[config.mk]
export PLATFORM = sky130hd
export DESIGN_NAME = spi_slave_rsp_flat
export DESIGN_NICKNAME = d
export VERILOG_FILES = /design/src/rtl/spi_slave_rsp_pkg.sv /design/src/rtl/spi_slave_rsp_if.sv /design/src/rtl/spi_slave_rsp_sync.sv /design/src/rtl/spi_slave_rsp.sv /design/src/flat_wrapper.sv
export SDC_FILE = /design/constraint.sdc
export NUM_CORES = 1
export LEC_CHECK = 0
export CAP_MARGIN = 20
export CORE_ASPECT_RATIO = 2
export CORE_MARGIN = 10
export CORE_UTILIZATION = 48
export CTS_CLUSTER_SIZE = 40
export DETAILED_ROUTE_END_ITERATION = 16
export PLACE_DENSITY = 0.75
export SETUP_SLACK_MARGIN = 0.15
export SLEW_MARGIN = 20
export SYNTH_ARGS = -nofsm -noshare
export SYNTH_HDL_FRONTEND = slang
export SYNTH_SLANG_ARGS = --single-unit
[constraint.sdc]
create_clock -name clk_i -period 2.1 [get_ports clk_i]
set_input_delay 0.315 -clock clk_i [delete_from_list [all_inputs] [get_ports clk_i]]
set_output_delay 0.315 -clock clk_i [all_outputs]
set_load 0.005 [all_outputs]
[src/rtl/spi_slave_rsp_pkg.sv]
// spi_rsp_pkg: shared types and constants for the SPI responder.
// Latency: n/a (declarations only).
// Backpressure: n/a.
// Contents: FSM state enum, idle fill word, default word type.
package spi_rsp_pkg;

  localparam int SPI_DW = 8;

  typedef enum logic {
    IDLE,
    ACTIVE
  } spi_rsp_state_e;

  // Word sent when the master clocks a word the core never supplied.
  localparam logic [SPI_DW-1:0] SPI_IDLE_FILL = 8'hFF;

  typedef logic [SPI_DW-1:0] spi_word_t;

endpackage

[src/rtl/spi_slave_rsp_if.sv]
// spi_slave_rsp_if: SPI pins, mode straps, TX/RX holding-register handshakes, status.
// Latency: n/a (wiring only).
// Backpressure: tx via tx_valid_i/tx_ready_o, rx via rx_valid_o/rx_ready_i.
// Modports: slave (the responder), master (SPI master + core-side user, i.e. the bench).
interface spi_slave_rsp_if #(
  parameter int DW = 8
);

  logic          sck_i;
  logic          ss_ni;
  logic          mosi_i;
  logic          miso_o;
  logic          miso_oe_o;
  logic          cpol_i;
  logic          cpha_i;
  logic [DW-1:0] tx_data_i;
  logic          tx_valid_i;
  logic          tx_ready_o;
  logic [DW-1:0] rx_data_o;
  logic          rx_valid_o;
  logic          rx_ready_i;
  logic          underrun_o;
  logic          overrun_o;
  logic          busy_o;

  modport slave (
    input  sck_i, ss_ni, mosi_i, cpol_i, cpha_i,
    input  tx_data_i, tx_valid_i, rx_ready_i,
    output miso_o, miso_oe_o, tx_ready_o,
    output rx_data_o, rx_valid_o, underrun_o, overrun_o, busy_o
  );

  modport master (
    output sck_i, ss_ni, mosi_i, cpol_i, cpha_i,
    output tx_data_i, tx_valid_i, rx_ready_i,
    input  miso_o, miso_oe_o, tx_ready_o,
    input  rx_data_o, rx_valid_o, underrun_o, overrun_o, busy_o
  );

endinterface

[src/rtl/spi_slave_rsp_sync.sv]
// spi_sync: STAGES-deep flop synchronizer for one asynchronous input bit.
// Latency: STAGES clk_i cycles.
// Backpressure: none.
// Ports: clk_i, rst_ni (async active-low), d_i (async in), q_o (synchronized out).
module spi_sync #(
  parameter int   STAGES  = 2,
  parameter logic RST_VAL = 1'b0
) (
  input  logic clk_i,
  input  logic rst_ni,
  input  logic d_i,
  output logic q_o
);

  logic [STAGES-1:0] ff_q;

  always_ff @(posedge clk_i or negedge rst_ni) begin
    if (!rst_ni) begin
      ff_q <= {STAGES{RST_VAL}};
    end else begin
      ff_q <= {ff_q[STAGES-2:0], d_i};
    end
  end

  assign q_o = ff_q[STAGES-1];

endmodule

[src/rtl/spi_slave_rsp.sv]
// spi_slave_rsp: SPI responder, DW-bit MSB-first full duplex, all four CPOL/CPHA modes.
// Latency: sck edges act SYNC_STAGES+1 clk_i cycles after the pin moves; rx word valid the cycle after its last sample.
// Backpressure: single-entry TX/RX holding registers; empty TX sends fill + underrun, full RX drops + overrun.
// Ports: clk_i, rst_ni (async active-low), bus (spi_slave_rsp_if.slave).
// Build option: define SPI_SLAVE_RSP_LOOPBACK_EN to send the last received word instead of the fill on underrun.
module spi_slave_rsp
  import spi_rsp_pkg::*;
#(
  parameter int DW          = 8,
  parameter int SYNC_STAGES = 2
) (
  input  logic           clk_i,
  input  logic           rst_ni,
  spi_slave_rsp_if.slave bus
);

  localparam int            CW       = $clog2(DW);
  localparam logic [CW-1:0] LAST_BIT = CW'(DW-1);

  logic sck_s, ss_s, mosi_s;
  logic sck_q, ss_q;

  // mosi shares the sck synchronizer depth so data and edge arrive together.
  spi_sync #(.STAGES(SYNC_STAGES), .RST_VAL(1'b0)) u_sync_sck (
    .clk_i(clk_i), .rst_ni(rst_ni), .d_i(bus.sck_i), .q_o(sck_s)
  );
  spi_sync #(.STAGES(SYNC_STAGES), .RST_VAL(1'b1)) u_sync_ss (
    .clk_i(clk_i), .rst_ni(rst_ni), .d_i(bus.ss_ni), .q_o(ss_s)
  );
  spi_sync #(.STAGES(SYNC_STAGES), .RST_VAL(1'b0)) u_sync_mosi (
    .clk_i(clk_i), .rst_ni(rst_ni), .d_i(bus.mosi_i), .q_o(mosi_s)
  );

  spi_rsp_state_e state_q, state_d;

  logic [CW-1:0] cnt_q;
  logic [DW-2:0] sr_rx_q;
  logic [DW-1:0] sr_tx_q;
  logic [DW-1:0] tx_hold_q;
  logic [DW-1:0] rx_data_q;
  logic          tx_full_q;
  logic          rx_valid_q;
  logic          miso_q;
  logic          under_q;
  logic          over_q;
  logic          uflag_q;
  logic          word_done_q;

  logic          rise, fall, lead, trail;
  logic          ss_fall, ss_rise;
  logic          load, drop, smp, shf, last;
  logic [DW-1:0] rx_word, fill, load_word;

  assign rise    = sck_s & ~sck_q;
  assign fall    = ~sck_s & sck_q;
  assign lead    = bus.cpol_i ? fall : rise;
  assign trail   = bus.cpol_i ? rise : fall;
  assign ss_fall = ss_q & ~ss_s;
  assign ss_rise = ~ss_q & ss_s;

  assign last      = smp && (cnt_q == LAST_BIT);
  assign rx_word   = {sr_rx_q, mosi_s};
  assign load_word = tx_full_q ? tx_hold_q : fill;

`ifdef SPI_SLAVE_RSP_LOOPBACK_EN
  logic [DW-1:0] lb_q;

  always_ff @(posedge clk_i or negedge rst_ni) begin
    if (!rst_ni) begin
      lb_q <= '0;
    end else if (last) begin
      lb_q <= rx_word;
    end
  end

  assign fill = lb_q;
`else
  assign fill = DW'(SPI_IDLE_FILL);
`endif

  always_comb begin
    state_d = state_q;
    load    = 1'b0;
    drop    = 1'b0;
    smp     = 1'b0;
    shf     = 1'b0;
    case (state_q)
      IDLE: begin
        // sck activity while deselected is ignored entirely.
        if (ss_fall) begin
          state_d = ACTIVE;
          load    = 1'b1;
        end
      end
      ACTIVE: begin
        if (ss_rise) begin
          state_d = IDLE;
          drop    = 1'b1;
        end else if (word_done_q) begin
          load = 1'b1;
        end else begin
          smp = bus.cpha_i ? trail : lead;
          shf = bus.cpha_i ? lead : trail;
        end
      end
      default: state_d = IDLE;
    endcase
  end

  always_ff @(posedge clk_i or negedge rst_ni) begin
    if (!rst_ni) begin
      state_q     <= IDLE;
      sck_q       <= 1'b0;
      ss_q        <= 1'b1;
      cnt_q       <= '0;
      sr_rx_q     <= '0;
      sr_tx_q     <= '0;
      tx_hold_q   <= '0;
      tx_full_q   <= 1'b0;
      rx_data_q   <= '0;
      rx_valid_q  <= 1'b0;
      miso_q      <= 1'b0;
      under_q     <= 1'b0;
      over_q      <= 1'b0;
      uflag_q     <= 1'b0;
      word_done_q <= 1'b0;
    end else begin
      state_q     <= state_d;
      sck_q       <= sck_s;
      ss_q        <= ss_s;
      word_done_q <= last;
      under_q     <= 1'b0;
      over_q      <= 1'b0;

      // A write can only land while empty, so a write coinciding with a load
      // is kept for the word after the one being loaded.
      if (bus.tx_valid_i && !tx_full_q) begin
        tx_hold_q <= bus.tx_data_i;
        tx_full_q <= 1'b1;
      end else if (load) begin
        tx_full_q <= 1'b0;
      end

      if (load) begin
        cnt_q   <= '0;
        sr_rx_q <= '0;
        // Underrun is reported when the word's first bit is sampled, so the
        // speculative reload after a burst's final word stays silent.
        uflag_q <= !tx_full_q;
        if (!bus.cpha_i) begin
          miso_q  <= load_word[DW-1];
          sr_tx_q <= {load_word[DW-2:0], 1'b0};
        end else begin
          sr_tx_q <= load_word;
        end
      end else if (drop) begin
        cnt_q   <= '0;
        sr_rx_q <= '0;
        uflag_q <= 1'b0;
        miso_q  <= 1'b0;
      end else begin
        // In CPHA=0 the trailing edge that closes a word arrives after the
        // next word's MSB is already on miso; it must not shift.
        if (shf && (bus.cpha_i || (cnt_q != '0))) begin
          miso_q  <= sr_tx_q[DW-1];
          sr_tx_q <= {sr_tx_q[DW-2:0], 1'b0};
        end
        if (smp) begin
          sr_rx_q <= rx_word[DW-2:0];
          cnt_q   <= last ? '0 : cnt_q + 1'b1;
          if ((cnt_q == '0) && uflag_q) begin
            under_q <= 1'b1;
            uflag_q <= 1'b0;
          end
        end
      end

      if (last) begin
        if (rx_valid_q && !bus.rx_ready_i) begin
          over_q <= 1'b1;
        end else begin
          rx_data_q  <= rx_word;
          rx_valid_q <= 1'b1;
        end
      end else if (rx_valid_q && bus.rx_ready_i) begin
        rx_valid_q <= 1'b0;
      end
    end
  end

  assign bus.miso_o     = miso_q;
  assign bus.miso_oe_o  = (state_q == ACTIVE);
  assign bus.busy_o     = (state_q == ACTIVE);
  assign bus.tx_ready_o = !tx_full_q;
  assign bus.rx_data_o  = rx_data_q;
  assign bus.rx_valid_o = rx_valid_q;
  assign bus.underrun_o = under_q;
  assign bus.overrun_o  = over_q;

endmodule

[src/flat_wrapper.sv]
// flat-port wrapper written by rule: the top's interface ports become plain ports
module spi_slave_rsp_flat import spi_rsp_pkg::*;
#(
  parameter int DW          = 8,
  parameter int SYNC_STAGES = 2
)
  (clk_i, rst_ni, bus_sck_i, bus_ss_ni, bus_mosi_i, bus_cpol_i, bus_cpha_i, bus_tx_data_i, bus_tx_valid_i, bus_rx_ready_i, bus_miso_o, bus_miso_oe_o, bus_tx_ready_o, bus_rx_data_o, bus_rx_valid_o, bus_underrun_o, bus_overrun_o, bus_busy_o);
  spi_slave_rsp_if #(.DW(DW)) bus_i ();
  input  logic clk_i;
  input  logic rst_ni;
  input wire logic [$bits(bus_i.sck_i)-1:0] bus_sck_i;
  input wire logic [$bits(bus_i.ss_ni)-1:0] bus_ss_ni;
  input wire logic [$bits(bus_i.mosi_i)-1:0] bus_mosi_i;
  input wire logic [$bits(bus_i.cpol_i)-1:0] bus_cpol_i;
  input wire logic [$bits(bus_i.cpha_i)-1:0] bus_cpha_i;
  input wire logic [$bits(bus_i.tx_data_i)-1:0] bus_tx_data_i;
  input wire logic [$bits(bus_i.tx_valid_i)-1:0] bus_tx_valid_i;
  input wire logic [$bits(bus_i.rx_ready_i)-1:0] bus_rx_ready_i;
  output wire logic [$bits(bus_i.miso_o)-1:0] bus_miso_o;
  output wire logic [$bits(bus_i.miso_oe_o)-1:0] bus_miso_oe_o;
  output wire logic [$bits(bus_i.tx_ready_o)-1:0] bus_tx_ready_o;
  output wire logic [$bits(bus_i.rx_data_o)-1:0] bus_rx_data_o;
  output wire logic [$bits(bus_i.rx_valid_o)-1:0] bus_rx_valid_o;
  output wire logic [$bits(bus_i.underrun_o)-1:0] bus_underrun_o;
  output wire logic [$bits(bus_i.overrun_o)-1:0] bus_overrun_o;
  output wire logic [$bits(bus_i.busy_o)-1:0] bus_busy_o;
  assign bus_i.sck_i = bus_sck_i;
  assign bus_i.ss_ni = bus_ss_ni;
  assign bus_i.mosi_i = bus_mosi_i;
  assign bus_i.cpol_i = bus_cpol_i;
  assign bus_i.cpha_i = bus_cpha_i;
  assign bus_i.tx_data_i = bus_tx_data_i;
  assign bus_i.tx_valid_i = bus_tx_valid_i;
  assign bus_i.rx_ready_i = bus_rx_ready_i;
  assign bus_miso_o = bus_i.miso_o;
  assign bus_miso_oe_o = bus_i.miso_oe_o;
  assign bus_tx_ready_o = bus_i.tx_ready_o;
  assign bus_rx_data_o = bus_i.rx_data_o;
  assign bus_rx_valid_o = bus_i.rx_valid_o;
  assign bus_underrun_o = bus_i.underrun_o;
  assign bus_overrun_o = bus_i.overrun_o;
  assign bus_busy_o = bus_i.busy_o;
  spi_slave_rsp #(.DW(DW), .SYNC_STAGES(SYNC_STAGES)) u_core (.clk_i(clk_i), .rst_ni(rst_ni), .bus(bus_i));
endmodule
==> results of run 1 <==
==> cells in the mapped netlist, types with 2 or more instances <==
library cell / number / area share (%)
nand3_1: 10 / 2.3
nand2b_1: 5 / 1.4
nor3b_1: 3 / 1.0
dfrtp_1: 47 / 54
clkbuf_1: 7 / 1.2
inv_1: 4 / 0.68
nand2_1: 22 / 3.8
a211o_1: 2 / 0.80
nand3b_1: 2 / 0.68
o21ai_0: 3 / 0.68
nor2_1: 9 / 1.5
or3b_1: 2 / 0.80
nor2b_1: 2 / 0.57
a32o_1: 2 / 0.91
mux2_2: 8 / 4.1
dfstp_2: 3 / 3.6
and3_1: 2 / 0.57
a31oi_1: 7 / 2.0
ha_1: 3 / 1.7
mux2_1: 8 / 4.1
o31ai_1: 2 / 0.68
mux2i_1: 8 / 3.7
mux2_4: 7 / 4.8
==> timing repair <==
| item | CTS | global route |
|---|---|---|
| hold buffers | 0 | 0 |
| pin swaps | 2 | 3 |
| gates cloned | 0 | 0 |
| gates resized for setup | 2 | 11 |
| setup endpoints to repair | 16 | 15 |
| buffers inserted | 4 | 2 |
==> power by group through the flow <==
stage	clock network, uW	registers (uW)	logic, uW
after global routing	858	1340	674
final	789	1310	605
after floorplan	0	1270	457
after CTS	821	1310	607
after detailed placement	0	1330	594
after global placement	0	1320	567
==> worst paths after layout <==
path                            slack, ns  cells after the start                          to                        from
worst max-delay path                 0.14                      7           u_core.sr_tx_q[5]             u_core.cnt_q[1]
min in group clk_i                   0.36                      0  u_core.u_sync_mosi.ff_q[1]  u_core.u_sync_mosi.ff_q[0]
worst max register to register       0.14                      7           u_core.sr_tx_q[5]             u_core.cnt_q[1]
worst min-delay path                  0.1                      2     u_core.bus.rx_data_o[3]                      rst_ni
worst min register to register       0.36                      0  u_core.u_sync_mosi.ff_q[1]  u_core.u_sync_mosi.ff_q[0]
max in group asynchronous            1.58                      2     u_core.bus.rx_data_o[7]                      rst_ni
==> cells by family (layout without fill, tap and decap cells) <==
group | Yosys count | in the layout
AND/OR/NAND/NOR | 60 | 60
flip-flops | 50 | 50
multiplexers | 31 | 31
AO/OA/AOI/OAI | 21 | 21
buffers and inverters | 15 | 55
adder cells (fa/ha/maj) | 3 | 3
XOR/XNOR | 1 | 1
==> worst max-delay path, stage by stage (launching register included) <==
cell	delay [ns]
dfrtp_1	0.38
inv_1	0.06
ha_1	0.18
nor2b_2	0.17
a211o_1	0.23
a211o_1	0.31
nor2b_4	0.18
mux2_4	0.32
==> layout make-up <==
class	instances	share of cell area, %
well taps	54	2.416
inverters	4	0.5369
multi-input cells	116	32.57
clock buffers	5	2.461
flip-flops and latches	50	44.88
repair buffers	43	14.68
clock inverters	3	2.461
==> per-layer routing <==
layer | vias up | wire length (um) | GRT usage [%]
li1 | 702 | - | -
met4 | 0 | 101 | 6.343
met2 | 30 | 2231 | 19.97
met3 | 9 | 196 | 3.095
met5 | - | 0 | 0
met1 | 728 | 1527 | 10.53
==> stage by stage <==
stage / utilization [%] / hold WS (ns) / std cells / power, uW
6_report: 63.82 / 0.09616 / 275 / 2706
5_1_grt: 63.82 / 0.1473 / 275 / 2873
4_1_cts: 62.54 / 0.1149 / 273 / 2738
3_5_place_dp: 58.62 / 0.3434 / 261 / 1922
3_3_place_gp: 58.62 / 0.3325 / 261 / 1889
2_1_floorplan: - / 0.01941 / 181 / 1730
==> state kept, by name, summed over array words and instances, names as in the netlist, 2 cells and up <==
name / cells
u_core.u_sync_mosi.ff_q: 2
u_core.u_sync_sck.ff_q: 2
u_core.tx_hold_q: 8
u_core.sr_rx_q: 7
u_core.cnt_q: 3
u_core.u_sync_ss.ff_q: 2
u_core.bus.rx_data_o: 8
u_core.sr_tx_q: 8
==> metrics.yaml, run 1 <==
pwr:
  p_comb_share_pct: 22.4
  seq_power_share_pct: 48.5
  power_switching_uw: 691.1
  cellLeakagePower_uw: 0.001334
  p_int_uw: 2014
  p_clk_share_pct: 29.2
  switching_share_pct: 25.55
  ir_drop_mv: 0.8367
  cellPowerDensity_mw_per_mm2: 967.5
yosys:
  synthArstFlopShare_pct: 100.0
  synth_flop_cell: "dfrtp_1"
  postSynthCellCount: 181
  synth-seq-cells: 50
  synthesis.area_mm2: 0.002192
  synth_edf_count: 0
  synth_nets: 201
  synthMuxAreaShare_pct: 16.67
  yosysWarnings: 0
  synth_compound_area_share_pct: 6.792
  synth_fa_ha_area_share_pct: 1.712
  yosysUniqueCellTypes: 36
  avgSynthCellArea_um2: 12.11
  synth_top_family_by_area: "multiplexers"
  synth-simple-area-share_pct: 14.04
  synth-xor-area-share_pct: 0.3995
  yosysSeqAreaShare_pct: 57.25
cts:
  cts.sinks: 50
  clk_pin_slew_ns: 0.09
  clockBufferDepth: 2
  cts_buffers: 5
  clkLatencyLatePin_ns: 0.30
  cts_max_level: 2
  cts_tree: "yes"
  root_buffer: "clkbuf_8"
placed_design:
  post-place-ws_ns: -0.3222
  portBuffers: 31
  dpl-instance-area_mm2: 0.002569
  post-dp-hpwl_mm: 2.942
  place.gp.congestion: 0.7509
critical_path:
  critPathArrivalTime_ns: 2.15
  critPathCaptureType: "register"
  path_max_fanout: 8
  critical_path_required_ns: 2.29
  start_kind: "register"
  crit_type: "register to register"
global_route:
  grt_pass1_wl_mm: 6.789
  grt_pass1_vias: 1624
  overflow: 0
  antenna_found_initial: 0
  grt_max_degree: 51
  grt_use_total_pct: 11.05
final_layout:
  drive_above_1_share_pct: 23.53
  seq_area_mm2: 0.001255
  fin_nets: 240
  synthToLayoutAreaGrowth_pct: 27.57
  fin_area_mm2: 0.002796
  final_common_cell: "dfrtp_1"
  multi_input_area_um2: 910.9
  final_cell_mix: "47 x dfrtp_1, 29 x clkdlybuf4s50_1, 22 x nand2_1"
  fillCellCount: 355
  diodes: 0
routing:
  vias: 1469
  drt-total-wl_mm: 4.056
  viasPerCell: 5.342
  first_pass_iters: 4
  drt_iter0_markers: 64
  final_antenna_net_count: 0
  drcViolationCount: 0
  wl_per_cell_um: 14.75
sta:
  slew_headroom_pct: 59.01
  fin_tns_setup_ns: 0
  fin_crit_ns: 1.960
  timing.final.setup_violations: 0
  max_freq_mhz: 510.1
  skew_ns: 0.008946
  hold_viol_final: 0
  rsz0062_at_grt: "true"
  fin_ws_ns: 0.1396
  post-route-period-util_pct: 93.35
  worst_pin_slew_ns: 0.6148
  slew_violations: 0
flow_run:
  cap_violations: 0
die:
  row_count: 34
  ios: 32
  die_h_um: 115.6
  initial_core_util_pct: 50.03
  die_x_um: 67.79
  die-area_mm2: 0.007834
  core_mm2: 0.004382
run_status:
  outcome: "complete, no violations"
hold_path:
  hold_path_class: "input pin to async pin"
(Power assumes the default switching activity.)
==> inputs of run 2 (changes only) <==
--- a/config.mk
+++ b/config.mk
@@ -9,6 +9,7 @@
 export CORE_ASPECT_RATIO = 2
 export CORE_MARGIN = 10
 export CORE_UTILIZATION = 48
+export CTS_CLUSTER_DIAMETER = 30
 export CTS_CLUSTER_SIZE = 40
 export DETAILED_ROUTE_END_ITERATION = 16
 export PLACE_DENSITY = 0.75
==> results of run 2 <==
No change in the layout: final DEF, timing and power equal those of run 1.
